`config.mk`:
```
export PLATFORM = sky130hd
export DESIGN_NAME = zcip_scheduler
export DESIGN_NICKNAME = d
export VERILOG_FILES = /design/src/rtl/zcip_scheduler.sv
export SDC_FILE = /design/constraint.sdc
export NUM_CORES = 1
export LEC_CHECK = 0
export CORE_MARGIN = 5
export CORE_UTILIZATION = 55
export CTS_CLUSTER_SIZE = 25
export DETAILED_ROUTE_END_ITERATION = 7
export MAX_ROUTING_LAYER = met4
export PLACE_DENSITY = 0.87
export SLEW_MARGIN = 25
export SYNTH_ARGS = -nofsm -noshare
export SYNTH_HDL_FRONTEND = slang
export SYNTH_SLANG_ARGS = --single-unit
```
`constraint.sdc`:
```
create_clock -name clk -period 22.1 [get_ports clk]
set_input_delay 3.315 -clock clk [delete_from_list [all_inputs] [get_ports clk]]
set_output_delay 3.315 -clock clk [all_outputs]
set_load 0.03 [all_outputs]
```
`src/rtl/zcip_scheduler.sv`:
```
`default_nettype none
// ============================================================================
// Module   : zcip_scheduler
// Purpose  : Zero-column-skipping weight scheduler. Accepts a group of
//            sign-magnitude 8-bit weights for LANES lanes. It first emits
//            one sign-column beat. It then emits one beat per magnitude
//            bit-column, taking the highest set column first. Magnitude
//            columns that are all zero in a lane are skipped.
// Revision : 1.0 - initial release
// ----------------------------------------------------------------------------
// Ports
//   clk            in   1            clock, rising edge
//   rst            in   1            asynchronous active-high reset
//   in_weights     in   LANES*NW*8   weight group (lane i, weight j at
//                                    [i*NW*8 + j*8 +: 8])
//   in_valid       in   1            in_weights valid
//   in_ready       out  1            idle, a group can be accepted
//   out_ready      in   1            downstream accepts the current beat
//   weight_column  out  LANES*NW     per-lane bit-column (bit j = weight j)
//   weight_sign_en out  1            current beat is the sign column
//   weight_valid   out  1            beat valid
//   shift_offset   out  LANES*3      per-lane bit index of the column
//   zcip_done      out  LANES        lane has no magnitude column left
//   group_last     out  1            current beat ends the group
// ============================================================================
module zcip_scheduler #(
  parameter int LANES = 4,
  parameter int NW    = 8
) (
  input  logic                  clk,
  input  logic                  rst,
  input  logic [LANES*NW*8-1:0] in_weights,
  input  logic                  in_valid,
  output logic                  in_ready,
  input  logic                  out_ready,
  output logic [LANES*NW-1:0]   weight_column,
  output logic                  weight_sign_en,
  output logic                  weight_valid,
  output logic [LANES*3-1:0]    shift_offset,
  output logic [LANES-1:0]      zcip_done,
  output logic                  group_last
);

  typedef enum logic [1:0] {
    ST_IDLE = 2'd0,
    ST_SIGN = 2'd1,
    ST_SCAN = 2'd2
  } state_t;

  state_t                  r_state;
  state_t                  w_next;
  logic [LANES*NW*8-1:0]   r_weights;
  logic [LANES*7-1:0]      r_mask;
  logic [LANES*7-1:0]      w_mask_in;
  logic [LANES*7-1:0]      w_mask_clr;
  logic [LANES*3-1:0]      w_sel;
  logic [LANES-1:0]        w_empty;
  logic [LANES-1:0]        w_multi;
  logic [LANES*NW-1:0]     w_sign_col;
  logic [LANES*NW-1:0]     w_scan_col;
  logic                    w_load;
  logic                    w_advance;

  // Per-lane datapath: mask build, highest-bit select, column extraction.
  for (genvar i = 0; i < LANES; i++) begin : g_lane
    logic [6:0]    w_mi;
    logic [6:0]    w_m;
    logic [2:0]    w_k;
    logic [NW-1:0] w_sg;
    logic [NW-1:0] w_sc;

    // Mask bit k is the OR of magnitude bit k over every weight of the lane.
    always_comb begin
      w_mi = 7'd0;
      for (int j = 0; j < NW; j++) begin
        for (int k = 0; k < 7; k++) begin
          w_mi[k] = w_mi[k] | in_weights[i*NW*8 + j*8 + k];
        end
      end
    end

    assign w_m = r_mask[i*7 +: 7];

    // Ascending scan so the last hit, i.e. the highest set bit, wins.
    always_comb begin
      w_k = 3'd0;
      for (int k = 0; k < 7; k++) begin
        if (w_m[k]) w_k = k[2:0];
      end
    end

    always_comb begin
      w_sg = '0;
      w_sc = '0;
      for (int j = 0; j < NW; j++) begin
        w_sg[j] = r_weights[i*NW*8 + j*8 + 7];
        w_sc[j] = (w_m != 7'd0) ? r_weights[i*NW*8 + j*8 + int'(w_k)] : 1'b0;
      end
    end

    assign w_mask_in[i*7 +: 7]   = w_mi;
    assign w_mask_clr[i*7 +: 7]  = w_m & ~(7'd1 << w_k);
    assign w_sel[i*3 +: 3]       = w_k;
    assign w_empty[i]            = (w_m == 7'd0);
    // More than one bit set: clearing the lowest set bit leaves something.
    assign w_multi[i]            = |(w_m & (w_m - 7'd1));
    assign w_sign_col[i*NW +: NW] = w_sg;
    assign w_scan_col[i*NW +: NW] = w_sc;
  end

  always_ff @(posedge clk or posedge rst) begin
    if (rst) begin
      r_state <= ST_IDLE;
    end else begin
      r_state <= w_next;
    end
  end

  always_comb begin
    w_next         = r_state;
    w_load         = 1'b0;
    w_advance      = 1'b0;
    in_ready       = 1'b0;
    weight_valid   = 1'b0;
    weight_sign_en = 1'b0;
    weight_column  = '0;
    shift_offset   = '0;
    group_last     = 1'b0;
    zcip_done      = w_empty;
    case (r_state)
      ST_IDLE: begin
        in_ready  = 1'b1;
        zcip_done = '1;
        if (in_valid) begin
          w_load = 1'b1;
          w_next = ST_SIGN;
        end
      end
      ST_SIGN: begin
        weight_valid   = 1'b1;
        weight_sign_en = 1'b1;
        weight_column  = w_sign_col;
        shift_offset   = {LANES{3'd7}};
        group_last     = &w_empty;
        if (out_ready) begin
          w_next = (&w_empty) ? ST_IDLE : ST_SCAN;
        end
      end
      ST_SCAN: begin
        weight_valid  = 1'b1;
        weight_column = w_scan_col;
        shift_offset  = w_sel;
        group_last    = ~|w_multi;
        if (out_ready) begin
          w_advance = 1'b1;
          if (~|w_multi) w_next = ST_IDLE;
        end
      end
      default: begin
        w_next = ST_IDLE;
      end
    endcase
  end

  always_ff @(posedge clk or posedge rst) begin
    if (rst) begin
      r_weights <= '0;
      r_mask    <= '0;
    end else if (w_load) begin
      r_weights <= in_weights;
      r_mask    <= w_mask_in;
    end else if (w_advance) begin
      r_mask    <= w_mask_clr;
    end
  end

endmodule
`default_nettype wire

```
Word-level counts from Yosys, hierarchy flattened
Index checks and enable logic that the tools add are counted.

storage, ports and cells
  flip-flop bits (word level) = 286
  bits of input ports = 260
  output and inout port bits = 52
  word-level logic and storage cells = 473

operators by class
  add/sub/neg operators = 35
  $lt $le $gt $ge = 32
  equality and inequality tests = 6
  shifts and indexed selects = 4
  mux-type cells = 170
  bitwise logic cells = 208
  reduce and logical (&&, ||, !) cells = 15

operators by type and width
  cell                 number
  $bmux 1 s8           31
  $or 1x1->1           196
  $add 8x3->9 const A  16
  $lt 9x9->1 const B   16
  $mux 1               106
  $lt 8x9->1 const B   8
  $add 7x3->8 const A  8
  $pmux 32 s2          1
  $and 7x7->7          8
  $mux 28              2
  $mux 3               14
  $lt 7x9->1 const B   4
  $add 6x3->7 const A  4
  $logic_not 7->1      4
  $not 7->7            4
  $reduce_bool 7->1    4
  $reduce_or 28->1     1
  $shl 1x3->7 const A  4
  $sub 7x1->7 const B  4
  $pmux 12 s2          1
  $mux 2               11
  $lt 6x9->1 const B   2
  $add 5x3->6 const A  2
  $lt 3x9->1 const B   1
  14 further kinds     18

Depth between registers and ports, before layout
  depth in word-level cells = 12
  gate-level depth with buffers = 8
  gate-level depth less buffers = 7

Worst setup path before layout
No wires, ideal clock.

  path type = flip-flop to output port
  from = reg r_mask[8]
  to = out group_last
  arrival = 2.450 ns
  data required time = 18.785 ns
  setup slack = 16.335 ns
  cell stages (with the launch flop) = 7
  buffers on the path = 0
  cell sequence = dfrtp_1 > or4_4 > o2bb2ai_1 > or4_4 > nor4_4 > a22oi_1 > nor2b_1

on the way
  cells in the longest elaborated chain, start to end = 5
  elaborated cells between the ends (all ways) = 7
  classes of those cells = add/sub (1); mux (1); bitwise (1); reduce/logical (4)

ends and longest elaborated chain
  element                   line  text
  start: declaration        53    logic [LANES*7-1:0] r_mask;
  start signal: assignment  171   r_mask <= w_mask_in;
  start signal: assignment  173   r_mask <= w_mask_clr;
  $sub 7x1->7               106   assign w_multi[i] = |(w_m & (w_m - 7'd1));
  $and 7x7->7               106
  $reduce_or 28->1          153   group_last = ~|w_multi;
  $logic_not 1->1           153
  $pmux 1 s2 (*)            130   case (r_state)
  end: declaration          41    output logic group_last

Every way passes the cells marked *; elsewhere a longest branch is shown, timed or not.

Worst setup path in the final report
  from = reg r_mask[4]
  to = out group_last

The elaborated chain is that of the path after synthesis.

==> qor.csv <==
stage,metric,value,unit
job,drv_cap,0,
cells_and_area,antenna_cells_inserted,0,
timing,tightest_slew,1.10,ns
timing,rsz0062_at_grt,no,
worst_setup_path,worstReg2RegStart,r_state[0]$_DFFE_PP0P_,
grt,grt_start_max_net_pins,129,
grt,grt.overflow.total,0,
cells_and_area,post_route_cells_drive_above_1_share,4.32,%
yosys,synth.cells.most_frequent,"832 x nand2_1, 286 x dfrtp_1, 145 x o21ai_0, 108 x clkbuf_1, 78 x a21oi_1",
floorplanning,design.portCount,312,
power_and_ir_drop,vdd.ir_drop.worst,84.5,uV
min_path,min-delay-path-class,reg -> reg,
worst_setup_path,worst_r2r_endpoint,r_mask[7]$_DFFE_PP0P_,
worst_setup_path,start_kind,register,
grt,grt.total_usage,31.9,%
worst_setup_path,timing.critical_path.slowest_cell_delay,0.74,ns
placement,globalplace.congestion,0.919,
timing,layout_min_cycle_time,7.07,ns
clock_tree,tritoncts_clock_tree,done,
drt,routed_wire_length_per_instance,19.5,um
floorplanning,die_ar,29200,sq um
floorplanning,floorplan.core_area,25800,sq um
drt,drt_pass1_iterations,7,
drt,ant_nets,0,
run_status,status,"complete, no violations",
worst_setup_path,crit_arrival,3.76,ns
worst_setup_path,timing.critical_path.from,r_mask[4]$_DFFE_PP0P_,
drt,finalWirelength,46700,um
yosys,netlist_instances,1798,
floorplanning,row_count,59,
yosys,yosys.area.top_type_share,50.2,%
yosys,synthesized_area_divided_by_synthesized_cell_count,7.92,sq um
drt,first_iter_violations,2010,
yosys,synth-seq-cells,286,
clock_tree,cts_resized,0,
yosys,synth.distinct_cells,52,
timing,finalSetupViolCount,0,
clock_tree,cts_htree_levels,1,
worst_setup_path,cpMaxStageDelayCell,clkdlybuf4s50_1,
cells_and_area,finalNetCount,2304,
clock_tree,clock_tree.buffer_depth,3,
floorplanning,die_height,171,um
floorplanning,initial_utilization,55.3,%
timing,worst_clock_skew,0.00885,ns
yosys,synth_area_leader_cell,dfrtp_1,
timing,total_count_of_hold_check_failures_in_the_final_report,0,
timing,max_slew_margin,26.5,%
worst_setup_path,path_class,reg -> out,
worst_setup_path,data_required_time_of_the_worst_path,18.78,ns
worst_setup_path,crit_path_end,group_last,
timing,min_period_over_period,32.0,%
yosys,async_flop_share,100,%
clock_tree,sink_count,286,
clock_tree,clock_insertion_delay_worst_skew,0.56,ns
clock_tree,post_cts_hold_buffers,0,
timing,achievable-frequency,0.141,GHz
yosys,yosys_warnings,0,
clock_tree,cts_root_buffer,clkbuf_16,
drt,via_per_inst,5.94,
yosys,syn_area,14200,sq um
worst_setup_path,path_cells,nor3_1 -> o22ai_1 -> or4_4 -> nor4_4 -> a22oi_1 -> nor2b_1 -> clkdlybuf4s50_1,
cells_and_area,syn2layout_area_growth,29.5,%
yosys,syn-num-nets,2061,
yosys,number_of_enable_flip_flop_cells_after_synthesis,0,
worst_setup_path,timing.reg2reg.setup_slack,18.78,ns
grt,first_global_vias,14100,
clock_tree,worst_setup_hold_path_clk_slew,0.07,ns
worst_setup_path,critical_path.max_fanout,17,
clock_tree,cts_inserted_buffers,30,
yosys,synthFlopType,dfrtp_1,
timing,total_negative_setup_slack,0,ns
placement,detailedPlacementHpwl,31800,um
grt,grt_pass1_wl,72800,um
grt,antenna_found_initial,0,
timing,fin_worst_hold_slack,0.464,ns
power_and_ir_drop,power.leakage,8.54,nW
yosys,yosys-top-cells-area,"dfrtp_1 50%, nand2_1 22%, o21ai_0 5.1%",
worst_setup_path,worstSetupEndpointType,output port,
clock_tree,post_cts_setup_buffer_count,0,
drt,remaining_drc_errors,0,
worst_setup_path,reg2reg_depth,7,
drt,num_vias,14200,
yosys,synth.most_common_cell,nand2_1,
floorplanning,die-width,171,um
timing,slew_viol_final,0,
power_and_ir_drop,power_density,143,nW/um^2
placement,port_buffers,311,
yosys,synth_seq_area_share,50.2,%
[flip-flops by register name (all words and copies together), names as in the netlist]
| signal | flops |
|---|---|
| r_mask | 28 |
| r_state | 2 |
| r_weights | 256 |
[placed cells by master (no fill, tap or decap), types with 8 or more instances in the layout]
cell type / instances
nand2_1: 831
clkdlybuf4s50_1: 311
dfrtp_1: 286
o21ai_0: 145
a21oi_1: 78
or4_1: 38
and2_1: 33
clkbuf_16: 31
nor2_1: 25
nor4_1: 23
a31oi_1: 21
o221ai_1: 17
inv_1: 16
nand2b_1: 16
nor3_1: 11
nor2b_1: 11
a221oi_1: 11
o21bai_1: 11
a31o_2: 10
clkbuf_1: 10
o21ai_1: 8
or3_1: 8
buf_4: 8
[kinds of logic (layout without fill, tap and decap cells)]
group           Yosys count  after routing  synth area share (%)
flops                   286            286                  50.2
compound gates          360            360                  15.6
buf+inv                 130            393                  3.44
simple gates           1016           1016                  30.2
mux                       2              2                 0.176
fa+ha+maj                 4              4                 0.334
[per-layer routing]
layer  global-route usage, %  part of all wire, %  wire, um
met1                    42.2                   40     18600
met2                    50.5                   47     21900
met3                    4.69                  9.2      4300
met4                    12.0                  4.1      1920
met5                       -                    0         0
[how the worst min path moves through the flow]
stage	from	end	depth (start not counted)
after floorplan	r_weights[131]$_DFFE_PP0P_	r_weights[131]$_DFFE_PP0P_	2
after detailed placement	r_weights[155]$_DFFE_PP0P_	r_weights[155]$_DFFE_PP0P_	2
after CTS	r_weights[155]$_DFFE_PP0P_	r_weights[155]$_DFFE_PP0P_	2
after global placement	r_weights[155]$_DFFE_PP0P_	r_weights[155]$_DFFE_PP0P_	2
after global routing	r_weights[55]$_DFFE_PP0P_	r_weights[55]$_DFFE_PP0P_	2
final	r_weights[155]$_DFFE_PP0P_	r_weights[155]$_DFFE_PP0P_	2
[stage by stage]
step | std cells | power, W | util, % | worst slack, ns | area [sq um]
after floorplan | 1798 | 0.00170 | - | 10.89 | 14200
after global placement | 2343 | 0.00205 | 67.7 | 15.68 | 17500
after detailed placement | 2343 | 0.00210 | 67.7 | 15.62 | 17500
after CTS | 2395 | 0.00261 | 71.4 | 15.01 | 18400
after global routing | 2396 | 0.00280 | 71.6 | 14.74 | 18400
final | 2396 | 0.00263 | 71.6 | 15.03 | 18400
[worst max-delay path: cells and delay by family (launching register included)]
| family | cells | cell delay, ns |
|---|---|---|
| and+or+nand+nor | 4 | 1.60 |
| buffers and inverters | 1 | 0.74 |
| DFF | 1 | 0.56 |
| AOI/OAI and AO/OA | 2 | 0.31 |
[power by group]
part           switching, W  leakage (nW)  internal [W]
registers          0.000225          3.53      0.000773
logic              0.000711          4.54      0.000430
clock network      0.000205         0.467      0.000287
[layout make-up]
cell class | count | area [sq um]
fillers | 1997 | 7320
multi-input cells | 1382 | 6620
repair buffers | 322 | 3220
clock inverters | 5 | 50.0
well taps | 335 | 419
flip-flops and latches | 286 | 7160
inverters | 19 | 78.8
clock buffers | 47 | 896
(Power assumes the default switching activity.)
